==> config.mk <==
export PLATFORM = sky130hd
export DESIGN_NAME = lcd_line_prefetch_ctrl
export DESIGN_NICKNAME = d
export VERILOG_FILES = /design/src/rtl/lcd_line_prefetch_ctrl.sv
export SDC_FILE = /design/constraint.sdc
export NUM_CORES = 1
export LEC_CHECK = 0
export ABC_AREA = 0
export ABC_CLOCK_PERIOD_IN_PS = 1900
export CORE_ASPECT_RATIO = 1.1
export CORE_UTILIZATION = 29
export CTS_CLUSTER_SIZE = 28
export DETAILED_ROUTE_END_ITERATION = 12
export GPL_TIMING_DRIVEN = 0
export SLEW_MARGIN = 10
export SYNTH_ARGS = -nofsm -noshare
export SYNTH_HDL_FRONTEND = slang
export SYNTH_SLANG_ARGS = --single-unit
==> constraint.sdc <==
create_clock -name lcd_pclk -period 1.9 [get_ports lcd_pclk]
set_input_delay 0.19 -clock lcd_pclk [delete_from_list [all_inputs] [get_ports lcd_pclk]]
set_output_delay 0.19 -clock lcd_pclk [all_outputs]
set_load 0.02 [all_outputs]
==> src/rtl/lcd_line_prefetch_ctrl.sv <==
// Line prefetch sequencer for the RGB LCD path: keeps two ping-pong line buffers
// filled ahead of the scan by issuing one burst read per line to the memory arbiter.
module lcd_line_prefetch_ctrl #(
  parameter int H_DISP      = 800,
  parameter int V_DISP      = 480,
  parameter int ADDR_W      = 24,
  parameter int BASE_ADDR   = 0,
  parameter int LINE_STRIDE = 800
) (
  input  logic              lcd_pclk,
  input  logic              rst,
  input  logic              en,
  input  logic              frame_start,
  input  logic              line_done,
  output logic              rd_req,
  output logic [ADDR_W-1:0] rd_addr,
  output logic [10:0]       rd_len,
  input  logic              rd_ack,
  input  logic              rd_done,
  output logic              wr_buf_sel,
  output logic              disp_buf_sel,
  output logic [1:0]        buf_valid,
  output logic              frame_active,
  output logic              underflow,
  output logic [1:0]        dbg_state
);

  localparam logic [10:0]       LINES_W  = 11'(V_DISP);
  localparam logic [10:0]       LEN_W    = 11'(H_DISP);
  localparam logic [ADDR_W-1:0] BASE_W   = ADDR_W'(BASE_ADDR);
  localparam logic [ADDR_W-1:0] STRIDE_W = ADDR_W'(LINE_STRIDE);

  typedef enum logic [1:0] {
    S_IDLE = 2'd0,
    S_REQ  = 2'd1,
    S_XFER = 2'd2
  } state_t;

  // Handshake: rd_req rises from IDLE and stays high, with rd_addr stable, until
  // the edge that samples rd_ack; the burst then ends on the edge sampling rd_done.
  state_t              state_q, state_d;
  logic                rd_req_q, rd_req_d;
  logic [ADDR_W-1:0]   rd_addr_q, rd_addr_d;
  logic                wr_buf_sel_q, wr_buf_sel_d;
  logic                disp_buf_sel_q, disp_buf_sel_d;
  logic [1:0]          buf_valid_q, buf_valid_d;
  logic                frame_active_q, frame_active_d;
  logic                underflow_q, underflow_d;
  logic                restart_pend_q, restart_pend_d;
  logic [10:0]         fetch_line_q, fetch_line_d;
  logic [10:0]         disp_line_q, disp_line_d;

  logic                do_restart;
  logic                do_fill;
  logic                do_consume;

  always_comb begin
    state_d        = state_q;
    rd_req_d       = rd_req_q;
    rd_addr_d      = rd_addr_q;
    wr_buf_sel_d   = wr_buf_sel_q;
    disp_buf_sel_d = disp_buf_sel_q;
    buf_valid_d    = buf_valid_q;
    frame_active_d = frame_active_q;
    underflow_d    = underflow_q;
    restart_pend_d = restart_pend_q;
    fetch_line_d   = fetch_line_q;
    disp_line_d    = disp_line_q;
    do_restart     = 1'b0;
    do_fill        = 1'b0;
    do_consume     = 1'b0;

    case (state_q)
      S_IDLE: begin
        if (frame_start) begin
          do_restart = 1'b1;
        end else if (frame_active_q && en && (fetch_line_q < LINES_W) &&
                     !buf_valid_q[wr_buf_sel_q] && !restart_pend_q) begin
          state_d  = S_REQ;
          rd_req_d = 1'b1;
        end
      end
      S_REQ: begin
        if (frame_start) restart_pend_d = 1'b1;
        if (rd_ack) begin
          rd_req_d = 1'b0;
          state_d  = S_XFER;
        end
      end
      S_XFER: begin
        if (frame_start) restart_pend_d = 1'b1;
        if (rd_done) begin
          state_d = S_IDLE;
          // A burst that straddles a new frame is drained but its data is stale.
          if (restart_pend_q || frame_start) do_restart = 1'b1;
          else                               do_fill    = 1'b1;
        end
      end
      default: begin
        state_d  = S_IDLE;
        rd_req_d = 1'b0;
      end
    endcase

    do_consume = line_done && frame_active_q && (disp_line_q < LINES_W);

    if (do_consume) begin
      if (!buf_valid_q[disp_buf_sel_q]) underflow_d = 1'b1;
      buf_valid_d[disp_buf_sel_q] = 1'b0;
      disp_buf_sel_d = ~disp_buf_sel_q;
      disp_line_d    = disp_line_q + 11'd1;
      if (disp_line_q + 11'd1 == LINES_W) frame_active_d = 1'b0;
    end

    // Applied after the release so a same-buffer fill wins.
    if (do_fill) begin
      buf_valid_d[wr_buf_sel_q] = 1'b1;
      wr_buf_sel_d = ~wr_buf_sel_q;
      fetch_line_d = fetch_line_q + 11'd1;
      rd_addr_d    = rd_addr_q + STRIDE_W;
    end

    // Frame restart overrides everything except the sticky underflow flag.
    if (do_restart) begin
      fetch_line_d   = 11'd0;
      disp_line_d    = 11'd0;
      wr_buf_sel_d   = 1'b0;
      disp_buf_sel_d = 1'b0;
      buf_valid_d    = 2'b00;
      rd_addr_d      = BASE_W;
      frame_active_d = 1'b1;
      restart_pend_d = 1'b0;
    end
  end

  always_ff @(posedge lcd_pclk) begin
    if (rst) begin
      state_q        <= S_IDLE;
      rd_req_q       <= 1'b0;
      rd_addr_q      <= BASE_W;
      wr_buf_sel_q   <= 1'b0;
      disp_buf_sel_q <= 1'b0;
      buf_valid_q    <= 2'b00;
      frame_active_q <= 1'b0;
      underflow_q    <= 1'b0;
      restart_pend_q <= 1'b0;
      fetch_line_q   <= 11'd0;
      disp_line_q    <= 11'd0;
    end else begin
      state_q        <= state_d;
      rd_req_q       <= rd_req_d;
      rd_addr_q      <= rd_addr_d;
      wr_buf_sel_q   <= wr_buf_sel_d;
      disp_buf_sel_q <= disp_buf_sel_d;
      buf_valid_q    <= buf_valid_d;
      frame_active_q <= frame_active_d;
      underflow_q    <= underflow_d;
      restart_pend_q <= restart_pend_d;
      fetch_line_q   <= fetch_line_d;
      disp_line_q    <= disp_line_d;
    end
  end

  assign rd_req       = rd_req_q;
  assign rd_addr      = rd_addr_q;
  assign rd_len       = LEN_W;
  assign wr_buf_sel   = wr_buf_sel_q;
  assign disp_buf_sel = disp_buf_sel_q;
  assign buf_valid    = buf_valid_q;
  assign frame_active = frame_active_q;
  assign underflow    = underflow_q;
  assign dbg_state    = state_q;

endmodule

; Yosys cells after proc, flatten, opt, wreduce, memory -nomap -nowiden
; Cells that the tools add are included.
[word_totals]
reg_bits = 56
in_bits = 7
out_inout_bits = 44
[classes]
addsub = 3
order_cmp = 6
n_eq_ne = 7
n_mux = 29
n_bitwise = 7
n_reduce_logical = 21
[op_table]
columns = cell, n
row1 = $add A24 B10 Y24 const B, 1
row2 = $add A11 B1 Y11 const B, 2
row3 = $lt A11 B9 Y1 const B, 2
row4 = $mux W1, 18
row5 = $mux W2, 6
row6 = $eq A11 B9 Y1 const B, 1
row7 = $logic_and A1 B1 Y1, 8
row8 = $ne A2 B2 Y1 const B, 4
row9 = $reduce_and A4 Y1, 2
row10 = $pmux W2 S3, 1
row11 = $reduce_and A2 Y1, 3
row12 = $lt A1 B2 Y1 const B, 2
row13 = $not A1 Y1, 4
row14 = $reduce_bool A2 Y1, 2
row15 = $reduce_or A2 Y1, 2
row16 = $pmux W1 S3, 1
row17 = $and A2 B2 Y2, 1
row18 = $demux W1 S1, 2
row19 = $eq A2 B1 Y1 const B, 1
row20 = $eq A2 B2 Y1 const B, 1
row21 = $ge A1 B1 Y1 const B, 2
row22 = $logic_not A1 Y1, 2
row23 = $logic_not A2 Y1, 1
row24 = $not A2 Y2, 1
row25 = 3 further kinds, 3

; Depth between registers and ports, before layout
[depth]
depth_word = 9
ltp_mapped = 8
depth_no_buf = 6

; Worst setup path before layout
; Ideal clock, no wire load.
[synth_timing]
kind = register -> register
start = reg state_q[1] (netlist: dbg_state[1])
end = reg rd_addr_q[20] (netlist: rd_addr[20])
t_arrival_ps = 1814
required_ps = 1830
setup_slack_ps = 17
path_stages_with_launch = 7
n_path_buf = 1
path_cell_list = dfxtp_1 ha_1 and4bb_1 buf_6 nand3_4 or4_1 a21oi_1
[synth_via]
elab_chain_cells = 3
[synth_rtl]
columns = item, line
row1 = start: declaration, 41  ; state_t state_q, state_d;
row2 = start signal: assignment, 150  ; state_q <= state_d;
row3 = $eq A2 B2 Y1 or $logic_not A2 Y1 (tied branches), 73  ; case (state_q)
row4 = $pmux W1 S2, 73
row5 = $reduce_or A2 Y1 (no line), --
row6 = end signal: assignment, 152  ; rd_addr_q <= rd_addr_d;
row7 = end: declaration, 43  ; logic [ADDR_W-1:0] rd_addr_q, rd_addr_d;
; Parallel ways exist; a longest one is shown, timed or not.
; A chain may end at the register's enable or synchronous reset.

; Final worst setup path
[layout_timing]
start = reg state_q[0] (netlist: dbg_state[0])
end = reg fetch_line_q[10]
[layout_via]
elab_chain_cells = 3
[layout_rtl]
columns = item, line
row1 = $eq A2 B2 Y1 or $logic_not A2 Y1 (tied branches), 73
row2 = $pmux W1 S2, 73
row3 = $reduce_or A2 Y1 (no line), --
row4 = end signal: assignment, 159  ; fetch_line_q <= fetch_line_d;
row5 = end: declaration, 50  ; logic [10:0] fetch_line_q, fetch_line_d;
; Parallel ways exist; a longest one is shown, timed or not.

==> summary.txt <==
Detailed routing
  • Via count: 2,241
  • Initial detailed-routing violation count: 64
  • Drt drc: 0
  • Drt pass-1 iters: 4
  • Routed vias/inst: about 4.7
  • Final wirelength: 5610 um
  • Avg WL per Cell: 11.8 um
  • Post-DRT Antenna Nets: 0

Synthesis
  • Complex-gate fraction of the synthesized area: 10.5%
  • Share of flip-flops with an asynchronous set or reset: 0%
  • Cells after synthesis: 304
  • Post-Synth Adder-Cell Area: 3.87%
  • Primary FF master, synth: dfxtp_1
  • Post-synth top area share: 39.5%
  • Synth cell types: 43
  • Largest area contributor in the netlist: dfxtp_1
  • Top post-synthesis cells by area: dfxtp_1, buf_4, nor2_1
  • Commonest cells in the netlist: dfxtp_1, nor2_1, a21oi_1, nand2_1, buf_4
  • Sequential share of the synthesized area: around two fifths
  • Synth Area in Simple Gates: 26.9%
  • Post-synthesis xor/xnor area fraction: slightly above 8%
  • Most common cell in the synthesized netlist: dfxtp_1
  • Post-synth EDFFs: 0
  • Mux share of post-synthesis cell area: 2.32%
  • Synthesized cell area: between 2000 and 3000 um^2
  • Yosys warnings: 0
  • Avg Cell Area, Syn: 8.50 um^2
  • FF+latch count, synth: 51
  • Largest family of logic cells by synthesized area: simple AND/OR/NAND/NOR gates

Setup path
  • Startpoint types: flop
  • R2r endpoint: fetch_line_q[10]$_SDFFE_PP0P_
  • Worst reg2reg startpoint: dbg_state[0]$_SDFFE_PP0P_
  • Worst-path maximum fanout: 7
  • CP Capture Type: flop
  • Worst EP arrival: 2060 ps
  • Reg-to-reg slack, setup: between 70 and 80 ps
  • Critical path class: reg2reg
  • WP data required: 2140 ps
  • Worst R2R Path Depth: 7

Place
  • Dpl hpwl: approximately 4000 um
  • Post-placement cell area: about 3100 um^2
  • Routability Congestion: 0.867
  • I/O Buffers: 34
  • Placement-stage worst setup slack: -175 ps

Min path
  • WHS Path Cells: 2
  • Worst Hold Class: reg2reg
  • Hold worst-path end: disp_line_q[10]$_SDFFE_PP0P_
  • Hold path start: disp_line_q[10]$_SDFFE_PP0P_

Power and ir drop
  • Reg power frac: 46.6%
  • NetSw: about 630 uW
  • PwrDens: 739 nW/um^2
  • Sw frac: 26.0%
  • Combinational Power Share: between 15 and 20%
  • Pint: 1.80 mW
  • VDD IR max: 0.417 mV
  • Clk pwr share: 36.5%
  • P_leak: approximately 1.1 nW
  • Tot Pwr: 2.44 mW

Layout
  • Post-route core utilization: between 30% and 40%
  • Inserted Diodes: 0
  • Post-route cell area: about 3300 um^2
  • Share of layout cells above drive strength 1: approximately an eighth
  • Area grow syn2layout: 27.7%
  • Nets: 377

Timing
  • Worst Skew: around 4.3 ps
  • Setup_tns: 0 ps
  • Final setup violation count: 0
  • Max Transition Viols Final: 0
  • Final Hold Viols: 0
  • Final min period: roughly 1800 ps
  • Final WS setup: between 70 and 80 ps
  • Max Fclk: 549 MHz
  • Crit share post-route: 95.8%

CTS
  • # hold bufs at CTS: 0
  • H-tree Lvls: 2
  • Sink Count: 51
  • Clock buffer depth: 2
  • Worst-skew pair later-pin latency: 300 ps
  • CTS root buf: clkbuf_8
  • Total CTS buffers: 5
  • Worst-path clk slew: 90 ps
  • CTS tree: done

Global route
  • Grt total ovfl: 0
  • Largest net degree at the start of global routing: 16
  • First-pass GRT wire length: 9280 um
  • All-layer global routing usage: roughly 12%
  • Vias in the first global route: 2,096
  • Initial antenna violation count: 0

Floorplan
  • Die footprint: approximately 9300 um^2
  • Initial Utilization: 30.4%
  • Rows: 35
  • Core area: 8500 um^2
  • IO Pins: 51
  • Die outline height: 101 um
  • Die Wd: 92.0 um

Job
  • Max_cap viols: 0

Status
  • Outcome: complete, no violations
[kinds of logic after synthesis]
group / count (synthesis)
buffers and inverters: 38
flip-flops: 51
multiplexers: 6
XOR/XNOR: 24
adder cells (fa/ha/maj): 8
other: 2
AND/OR/NAND/NOR: 130
AO/OA/AOI/OAI: 45
[repair_timing]
item                       4_1_cts  5_1_grt
pin swaps                        0        2
gates resized for setup          6        9
cloned                           0        1
setup endpoints to repair       34       42
buffers inserted                 0        3
[area by class of cell]
class	count	area (um^2)
fillers	879	5200
repair buffers	38	368
multi-input cells	229	1410
clock buffers	6	72.6
flip-flops and latches	51	1020
well taps	111	139
plain buffers	28	189
inverters	9	33.8
clock inverters	2	60.1
[flip-flops by register name, indices dropped and copies added, names as in the netlist, 2 cells and up]
register	flops
fetch_line_q	11
buf_valid	2
dbg_state	2
rd_addr	19
disp_line_q	11
[metrics by stage]
| stage | hold slack (ps) | instances |
|---|---|---|
| 4_1_cts | 454 | 471 |
| 3_5_place_dp | 440 | 463 |
| 2_1_floorplan | 262 | 318 |
| 3_3_place_gp | 426 | 463 |
| 5_1_grt | 486 | 474 |
| 6_report | 449 | 474 |
[routing by layer]
layer  vias to the layer above  wire length (um)  part of all wire (%)  global-route usage (%)
li1                       1151                 -                     -                       -
met5                         -                 0                     0                       0
met4                         0               163                   2.9                    7.45
met1                      1031              2580                    46                    14.8
met3                        11               173                   3.1                    2.34
met2                        48              2690                    48                    20.7
[critical path, cell delays in order, from the launching register on]
cell      delay [ps]
dfxtp_2          350
inv_2             90
ha_4             160
and4bb_2         270
buf_6            140
nand3_1          120
or4_1            490
a21oi_1          150
[worst max-delay path by stage]
stage | slack [ps] | end | cells after the start | startpoint
after global routing | -6 | fetch_line_q[10]$_SDFFE_PP0P_ | 7 | dbg_state[0]$_SDFFE_PP0P_
after CTS | 3 | rd_addr[20]$_SDFFE_PP0P_ | 7 | dbg_state[0]$_SDFFE_PP0P_
after floorplan | 20 | rd_addr[20]$_SDFFE_PP0P_ | 6 | dbg_state[1]$_SDFFE_PP0P_
final | 80 | fetch_line_q[10]$_SDFFE_PP0P_ | 7 | dbg_state[0]$_SDFFE_PP0P_
after detailed placement | -170 | frame_active$_SDFFE_PP0P_ | 6 | line_done
after global placement | -110 | rd_addr[19]$_SDFFE_PP0P_ | 6 | frame_start
[cells in the final DEF, fill, tap and decap left out, types with 2 or more instances in the layout]
master           Yosys  final
inv_1                9      8
nor4bb_1             2      2
and3_1               6      6
ha_1                 8      7
a21oi_1             20     20
clkdlybuf4s50_1      0     34
dfxtp_1             51     49
nand3_1             16     15
dfxtp_2              0      2
nor4_1               2      2
nor2_1              35     35
clkbuf_2             0      3
a211oi_1             2      2
nand4_1             14     14
o31ai_1              3      3
mux2i_1              6      6
bufinv_16            0      2
a31oi_1              4      4
nand2_1             20     20
clkbuf_8             0      5
nand4bb_1            2      2
xor2_1              15     15
or3_1                7      7
buf_4               18     21
xnor2_1              9      9
or4_1                5      5
conb_1               2     16
nor3_1               7      7
o21ai_0              8      8
clkbuf_1             8      3
nand2b_1             5      5
buf_2                2      5
and2_1               3      3
[power by group through the flow]
stage / clock network (mW) / logic (mW) / registers (mW)
final: 0.891 / 0.413 / 1.14
after global placement: 0 / 0.393 / 1.15
after CTS: 0.913 / 0.407 / 1.13
after floorplan: 0 / 0.251 / 1.18
after global routing: 0.956 / 0.453 / 1.14
after detailed placement: 0 / 0.398 / 1.16
Note: power is estimated with default switching activity, not from simulation.
